--- src/rtl/lfsr_pkg.sv ---
// Shared definitions for the LFSR test sequencer: state encoding, result codes
// and the default LFSR width.
package lfsr_pkg;

    localparam int DEF_SEED_W = 8;

    typedef enum logic [2:0] {
        ST_IDLE      = 3'd0,
        ST_LOAD      = 3'd1,
        ST_WAIT_LOCK = 3'd2,
        ST_RUN       = 3'd3,
        ST_DONE      = 3'd4
    } state_t;

    localparam logic [1:0] ERR_NONE      = 2'd0;
    localparam logic [1:0] ERR_ZERO_SEED = 2'd1;
    localparam logic [1:0] ERR_TIMEOUT   = 2'd2;
    localparam logic [1:0] ERR_LOCK_LOST = 2'd3;

endpackage

--- src/rtl/sat_counter.sv ---
// Up-counter that sticks at all-ones; clear and reset both return it to zero.
module sat_counter
    import lfsr_pkg::*;
#(
    parameter int W = 8
) (
    input  logic         clk,
    input  logic         rst,
    input  logic         clr,
    input  logic         inc,
    output logic [W-1:0] cnt
);

    always_ff @(posedge clk) begin
        if (rst || clr) begin
            cnt <= '0;
        end else if (inc && (cnt != '1)) begin
            cnt <= cnt + W'(1);
        end
    end

endmodule

--- src/rtl/lfsr_test_ctrl.sv ---
// Sequencer above the LFSR generator/checker pair: seed load, soft reset,
// lock acquisition, a counted run of valid words, and a pass/fail verdict.
module lfsr_test_ctrl
    import lfsr_pkg::*;
#(
    parameter int SEED_W       = DEF_SEED_W,
    parameter int CNT_W        = 16,
    parameter int SR_CYCLES    = 2,
    parameter int LOCK_TIMEOUT = 64
) (
    input  logic              clk,
    input  logic              i_rst,
    input  logic              i_start,
    input  logic [SEED_W-1:0] i_seed,
    input  logic [CNT_W-1:0]  i_num_words,
    input  logic              i_lock,
    output logic [SEED_W-1:0] o_seed,
    output logic              o_soft_reset,
    output logic              o_valid,
    output logic              o_busy,
    output logic              o_done,
    output logic              o_pass,
    output logic [1:0]        o_err,
    output logic [7:0]        o_loss_cnt
);

    localparam logic [CNT_W-1:0] ONE     = CNT_W'(1);
    localparam logic [CNT_W-1:0] SR_LAST = CNT_W'(SR_CYCLES - 1);
    localparam logic [CNT_W-1:0] TO_LAST = CNT_W'(LOCK_TIMEOUT - 1);

    state_t             state, state_n;
    logic [CNT_W-1:0]   cnt, cnt_n;
    logic [CNT_W-1:0]   words_q;
    logic               lock_q;
    logic               accept;
    logic               set_result;
    logic               res_pass;
    logic [1:0]         res_err;
    logic               loss_event;

    // A lock loss is a 1->0 step of i_lock while running; lock_q is held at 1
    // outside RUN so the first RUN cycle compares against a primed history.
    assign loss_event = (state == ST_RUN) && lock_q && !i_lock;

    always_comb begin
        state_n    = state;
        cnt_n      = cnt;
        accept     = 1'b0;
        set_result = 1'b0;
        res_pass   = 1'b0;
        res_err    = ERR_NONE;
        case (state)
            ST_IDLE: begin
                if (i_start) begin
                    accept = 1'b1;
                    cnt_n  = '0;
                    if (i_seed == '0) begin
                        state_n    = ST_DONE;
                        set_result = 1'b1;
                        res_err    = ERR_ZERO_SEED;
                    end else begin
                        state_n = ST_LOAD;
                    end
                end
            end
            ST_LOAD: begin
                if (cnt == SR_LAST) begin
                    state_n = ST_WAIT_LOCK;
                    cnt_n   = '0;
                end else begin
                    cnt_n = cnt + ONE;
                end
            end
            ST_WAIT_LOCK: begin
                // Lock takes priority over a timeout expiring in the same cycle.
                if (i_lock) begin
                    if (words_q == '0) begin
                        state_n    = ST_DONE;
                        set_result = 1'b1;
                        res_pass   = 1'b1;
                    end else begin
                        state_n = ST_RUN;
                        cnt_n   = words_q;
                    end
                end else if (cnt == TO_LAST) begin
                    state_n    = ST_DONE;
                    set_result = 1'b1;
                    res_err    = ERR_TIMEOUT;
                end else begin
                    cnt_n = cnt + ONE;
                end
            end
            ST_RUN: begin
                if (cnt == ONE) begin
                    state_n    = ST_DONE;
                    set_result = 1'b1;
                    if ((o_loss_cnt != '0) || loss_event) begin
                        res_err = ERR_LOCK_LOST;
                    end else begin
                        res_pass = 1'b1;
                    end
                end else begin
                    cnt_n = cnt - ONE;
                end
            end
            ST_DONE: begin
                state_n = ST_IDLE;
            end
            default: begin
                state_n = ST_IDLE;
            end
        endcase
    end

    // Verdict is registered on the edge into DONE so it is already valid
    // while o_done is high, then held until the next accepted start.
    always_ff @(posedge clk) begin
        if (i_rst) begin
            state   <= ST_IDLE;
            cnt     <= '0;
            words_q <= '0;
            o_seed  <= '0;
            o_pass  <= 1'b0;
            o_err   <= ERR_NONE;
            lock_q  <= 1'b1;
        end else begin
            state  <= state_n;
            cnt    <= cnt_n;
            lock_q <= (state == ST_RUN) ? i_lock : 1'b1;
            if (accept) begin
                o_seed  <= i_seed;
                words_q <= i_num_words;
                o_pass  <= 1'b0;
                o_err   <= ERR_NONE;
            end
            if (set_result) begin
                o_pass <= res_pass;
                o_err  <= res_err;
            end
        end
    end

    sat_counter #(
        .W(8)
    ) u_loss_cnt (
        .clk (clk),
        .rst (i_rst),
        .clr (accept),
        .inc (loss_event),
        .cnt (o_loss_cnt)
    );

    assign o_soft_reset = (state == ST_LOAD);
    assign o_valid      = (state == ST_WAIT_LOCK) || (state == ST_RUN);
    assign o_busy       = (state != ST_IDLE);
    assign o_done       = (state == ST_DONE);

endmodule

--- config.mk ---
export PLATFORM = sky130hd
export DESIGN_NAME = lfsr_test_ctrl
export DESIGN_NICKNAME = d
export VERILOG_FILES = /design/src/rtl/lfsr_pkg.sv /design/src/rtl/sat_counter.sv /design/src/rtl/lfsr_test_ctrl.sv
export SDC_FILE = /design/constraint.sdc
export NUM_CORES = 1
export LEC_CHECK = 0
export CAP_MARGIN = 25
export CORE_ASPECT_RATIO = 1.1
export CORE_MARGIN = 1.5
export CORE_UTILIZATION = 42
export CTS_CLUSTER_DIAMETER = 80
export DETAILED_ROUTE_END_ITERATION = 12
export PLACE_DENSITY = 0.68
export SYNTH_ARGS = -nofsm -noshare
export SYNTH_HDL_FRONTEND = slang
export SYNTH_SLANG_ARGS = --single-unit
--- constraint.sdc ---
create_clock -name clk -period 2.4 [get_ports clk]
set_input_delay 0.36 -clock clk [delete_from_list [all_inputs] [get_ports clk]]
set_output_delay 0.36 -clock clk [all_outputs]
set_load 0.005 [all_outputs]
* Yosys cells after proc, flatten, opt, wreduce, memory -nomap -nowiden *
Cells that the tools add are included.

operators by class
  reduce and logical (&&, ||, !) cells = 17
  equality and inequality tests = 14
  add/subtract/negate cells = 3
  muxes and demuxes = 39
  bitwise gates (word level) = 1

operator list
  kind                     count
  $mux W16                 6
  $pmux W16 S4             1
  $mux W3                  7
  $add A16 B1 Y16 const B  1
  $eq A16 B1 Y1 const B    1
  $eq A16 B6 Y1 const B    1
  $logic_not A16 Y1        1
  $sub A16 B1 Y16 const B  1
  $mux W1                  15
  $mux W2                  6
  $pmux W3 S4              1
  $ne A3 B3 Y1 const B     3
  $add A8 B1 Y8 const B    1
  $logic_not A8 Y1         1
  $ne A8 B8 Y1 const B     1
  $reduce_bool A8 Y1       1
  $eq A3 B2 Y1 const B     2
  $pmux W2 S3              1
  $reduce_and A5 Y1        1
  $ne A2 B1 Y1 const B     2
  $ne A2 B2 Y1 const B     2
  $reduce_and A4 Y1        1
  $reduce_bool A4 Y1       1
  $eq A3 B1 Y1 const B     1
  11 further kinds         15

storage, ports and cells
  output and inout bits = 23
  word-level logic and storage cells = 82
  input bits = 28
  register bits after elaboration = 55

* Logic depth before layout (Yosys ltp) *
  depth after elaboration = 8
  mapped depth = 10
  gate-level depth less buffers = 8

* Cells and area by module *
A second synthesis with hierarchy kept.

unflattened totals
  cell total of the unflattened synthesis = 410
  area total of the unflattened synthesis = 3193.1 µm²

modules (own cells, without submodules)
  module          sequential area each (µm²)  times used  cells an instance  area an instance (µm²)
  lfsr_test_ctrl  940.9                       1           362                2771.4
  sat_counter     160.2                       1           48                 421.7

* Least setup slack after synthesis *
Ideal clock, no wire load.

  kind = reg2reg
  start point = reg cnt[7]
  end point = reg cnt[7]
  required time = 2.283 ns
  stages on the path, launching flop included = 9
  path buffers = 2
  path slack = -0.098 ns
  data arrival time = 2.381 ns
  setup time = 0.117 ns
  clock period less this slack = 2.498 ns
  path through = dfxtp_1 -> buf_6 -> or4_4 -> buf_6 -> or4_4 -> a21oi_4 -> nor4_1 -> a221o_1 -> a22o_1

on the way
  longest elaborated chain between the ends = 4
  elaborated cells on any way between the ends = 12
  classes of those cells = add/sub (2); eq/ne (4); mux (5); reduce/logical (1)

ends and longest elaborated chain
  item                    line                                        text
  start, declared         lfsr_test_ctrl.sv:32                        logic [CNT_W-1:0] cnt, cnt_n;
  start signal, assigned  lfsr_test_ctrl.sv:128                       cnt <= cnt_n;
  $add A16 B1 Y16         lfsr_test_ctrl.sv:71, lfsr_test_ctrl.sv:90
  $mux W16                lfsr_test_ctrl.sv:85                        end else if (cnt == TO_LAST) begin
  $mux W16                lfsr_test_ctrl.sv:76                        if (i_lock) begin
  $pmux W16 S4            lfsr_test_ctrl.sv:52                        case (state)

Parallel ways exist; a longest one is shown, timed or not. The select of a mux whose other input is x is not followed.
A chain may end at the register's enable or synchronous reset.

* Worst setup path in the final report *
  start point = reg cnt[1]
  end point = reg cnt[7]

The elaborated chain is that of the path after synthesis.

==> results.sh <==
export IMPL_start_kind="register"
export IMPL_grt_use_total_pct=23.7
export IMPL_first_global_vias=3175
export IMPL_use_met1_pct=30.7
export IMPL_place_hpwl_mm=6.94
export IMPL_utilization_pct=56.3
export IMPL_cts_buffers=5
export IMPL_nNetsFinal=524
export IMPL_max_slew_margin_pct=71.5
export IMPL_via_per_inst=5.87
export IMPL_num_io_pins=51
export IMPL_endpoint_kind="register"
export IMPL_outcome="completed"
export IMPL_vias=3396
export IMPL_cts_tree="done"
export IMPL_synthDistinctLibCells=55
export IMPL_worstHoldStart="o_seed[2]$_SDFFE_PP0P_"
export IMPL_n_fill_cell=709
export IMPL_async_reset_ff_share_pct=0
export IMPL_fp_dieH_um=94.0
export IMPL_drc=0
export IMPL_report_final_slew_viol_count=0
export IMPL_rsz0062_at_grt="yes"
export IMPL_clkSlewWorstSetupHoldPaths_ns=0.11
export IMPL_final_cells=579
export IMPL_n_antenna_cell=0
export IMPL_fin_crit_ns=2.40
export IMPL_clkSinkCount=55
export IMPL_synth_top_area_cell="dfxtp_1"
export IMPL_initialDrtViolationCount=260
export IMPL_p_per_area_nw_per_um2=967
export IMPL_power_frac_seq_pct=28.4
export IMPL_area_growth_pct=31.6
export IMPL_netlist_area_leader_share_pct=34.8
export IMPL_drive_gt1_share_pct=16.9
export IMPL_max_freq_mhz=417
export IMPL_whs_endpoint="o_seed[2]$_SDFFE_PP0P_"
export IMPL_grt_met2_usage_pct=39.1
export IMPL_start_util_pct=42.8
export IMPL_critical_path_class="register to register"
export IMPL_swShare_pct=41.8
export IMPL_clkPwrFrac_pct=13.4
export IMPL_ys_flop_type="dfxtp_1"
export IMPL_dieArea_um2=8060
export IMPL_drt_pre_antenna_iters=5
export IMPL_skew_ns=0.0139
export IMPL_met3_usage_pct=4.39
export IMPL_leakage_nw=1.59
export IMPL_peakVddDrop_uv=443
export IMPL_synth_edff_count=0
export IMPL_post_route_period_util_pct=99.8
export IMPL_final_hold_violation_count=0
export IMPL_busiest_layer="met2"
export IMPL_gp_congestion=0.938
export IMPL_insertion_delay_ns=0.32
export IMPL_hold_depth=2
export IMPL_p_comb_share_pct=58.1
export IMPL_r2r_slack_ns=0.004
export IMPL_finalWirelength_mm=9.37
export IMPL_internal_power_mw=2.34
export IMPL_seq_area_frac_synth_pct=34.8
export IMPL_cp_data_arrival_time_ns=2.61
export IMPL_syn_nets=447
export IMPL_hp_class="register to register"
export IMPL_ant_nets=0
export IMPL_synth_area_top_cells="dfxtp_1 35%, nand2_1 8.8%, a21oi_1 4.4%, nor2_1 4.0%, a22o_1 3.6%"
export IMPL_synth_cells=414
export IMPL_worst_slew_pin_transition_ns=0.425
export IMPL_antenna_found_initial=0
export IMPL_grt_max_degree=41
export IMPL_r2r_cells=8
export IMPL_die_w_um=85.8
export IMPL_cp_required_ns=2.61
export IMPL_core_area_um2=7390
export IMPL_drv_cap=0
export IMPL_grt_pass1_wl_mm=15.1
export IMPL_r2r_start="cnt[1]$_SDFFE_PP0P_"
export IMPL_netlist_area_um2=3160
export IMPL_setup_viol=0
export IMPL_place_ws_ns=-0.309
export IMPL_rows=33
export IMPL_ys_warnings_count=0
export IMPL_dp_cells=568
export IMPL_p_switching_mw=1.68
export IMPL_root_buffer="clkbuf_8"
export IMPL_wl_per_cell_um=16.2
export IMPL_cts_buffer_depth=2
export IMPL_port_buffers=50
export IMPL_synth_seq_cells=55
export IMPL_worst_slack_ns=0.00396
export IMPL_cts_htree_levels=2
export IMPL_synth_area_per_cell_um2=7.64
export IMPL_crit_fanout=6
export IMPL_grt_ovfl_total=0
export IMPL_r2r_end="cnt[7]$_SDFFE_PP0P_"
-- worst max path at each step --
stage                                    start  cells after the start                   end
after floorplan            cnt[3]$_SDFFE_PP0P_                      7   cnt[7]$_SDFFE_PP0P_
after global placement                  i_lock                      7  cnt[10]$_SDFFE_PP0P_
after detailed placement                i_lock                      7  cnt[10]$_SDFFE_PP0P_
after CTS                 cnt[13]$_SDFFE_PP0P_                      6   cnt[7]$_SDFFE_PP0P_
after global routing       cnt[1]$_SDFFE_PP0P_                      8   cnt[7]$_SDFFE_PP0P_
final                      cnt[1]$_SDFFE_PP0P_                      8   cnt[7]$_SDFFE_PP0P_
-- worst max-delay path, stage by stage (launching register included) --
cell	delay (ns)
dfxtp_2	0.34
inv_2	0.07
ha_4	0.12
or3b_4	0.39
or4_4	0.58
a21oi_4	0.24
nor4_1	0.09
a221o_1	0.27
a22o_1	0.20
-- per-stage QoR --
step | cell area, µm² | TNS, ns | total power [mW] | hold WS (ns)
2_1_floorplan | 3180 | 0 | 2.55 | 0.449
3_3_place_gp | 4020 | -2.81 | 3.36 | 0.443
3_5_place_dp | 4020 | -4.41 | 3.39 | 0.449
4_1_cts | 4130 | -0.0123 | 3.96 | 0.465
5_1_grt | 4160 | -0.362 | 4.28 | 0.492
6_report | 4160 | 0 | 4.03 | 0.465
-- cell usage in the layout (no fill, tap or decap), types with 3 or more instances in the layout --
cell type / count
xnor2_1: 10
nand4_1: 5
nor3_1: 10
clkbuf_8: 5
nand2b_1: 4
o31ai_1: 4
o21ai_1: 3
a22o_1: 13
a21oi_1: 28
o21ai_0: 11
ha_1: 4
nor2_1: 34
clkdlybuf4s50_1: 50
buf_4: 50
or4_4: 4
and3_1: 7
nor4_1: 10
dfxtp_1: 53
a221o_1: 5
xor2_1: 8
nor4b_1: 3
a31oi_1: 6
nand3_1: 12
inv_1: 13
a22oi_1: 5
nand2_1: 74
o22ai_1: 7
a31o_2: 5
and2_1: 5
or4_1: 3
-- cell usage after synthesis, types with 8 or more instances --
| cell type | instances |
|---|---|
| dfxtp_1 | 55 |
| nand3_1 | 14 |
| a22o_1 | 13 |
| xor2_1 | 8 |
| nor3_1 | 11 |
| nor4_1 | 11 |
| nand2_1 | 74 |
| o21ai_0 | 14 |
| a21oi_1 | 28 |
| nor2_1 | 34 |
| xnor2_1 | 10 |
| clkbuf_1 | 23 |
| inv_1 | 14 |
-- per-layer routing --
metal	vias up	wire (µm)
met4	0	198
met5	-	0
met3	21	656
met1	1577	4140
met2	146	4380
li1	1652	-
-- power by group through the flow --
stage / registers [mW] / clock network (mW) / logic, mW
2_1_floorplan: 1.13 / 0 / 1.42
3_3_place_gp: 1.15 / 0 / 2.21
3_5_place_dp: 1.16 / 0 / 2.24
4_1_cts: 1.14 / 0.550 / 2.28
5_1_grt: 1.16 / 0.582 / 2.54
6_report: 1.14 / 0.541 / 2.34
-- flip-flops by register name, summed over array words and instances (netlist names) --
signal          cells
words_q            16
o_err               2
state               3
u_loss_cnt.cnt      8
o_pass              1
cnt                16
lock_q              1
o_seed              8
-- repair_timing --
item / 4_1_cts / 5_1_grt
hold buffers: 0 / 0
setup endpoints to repair: 3 / 14
pin swaps: 3 / 4
resized for setup: 1 / 12
setup buffers: 2 / 1
-- kinds of logic after synthesis --
| kind of cell | after synthesis | share of synthesized area (%) |
|---|---|---|
| compound gates | 103 | 22.6 |
| xor+xnor | 18 | 4.98 |
| fa+ha+maj | 5 | 1.98 |
| buf+inv | 44 | 5.89 |
| flops | 55 | 34.8 |
| mux | 1 | 0.316 |
| simple gates | 188 | 29.5 |
-- area by class of cell --
class | instances | area [µm²] | share of cell area [%]
sequential | 55 | 1100 | 26.5
clock inverter | 3 | 25.0 | 0.601
multi-input combinational | 315 | 1930 | 46.3
tap | 87 | 109 | 2.61
inverter | 14 | 52.6 | 1.26
timing repair buffer | 100 | 876 | 21.0
clock buffer | 5 | 68.8 | 1.65
No activity file was read; power rests on OpenSTA's default activity.
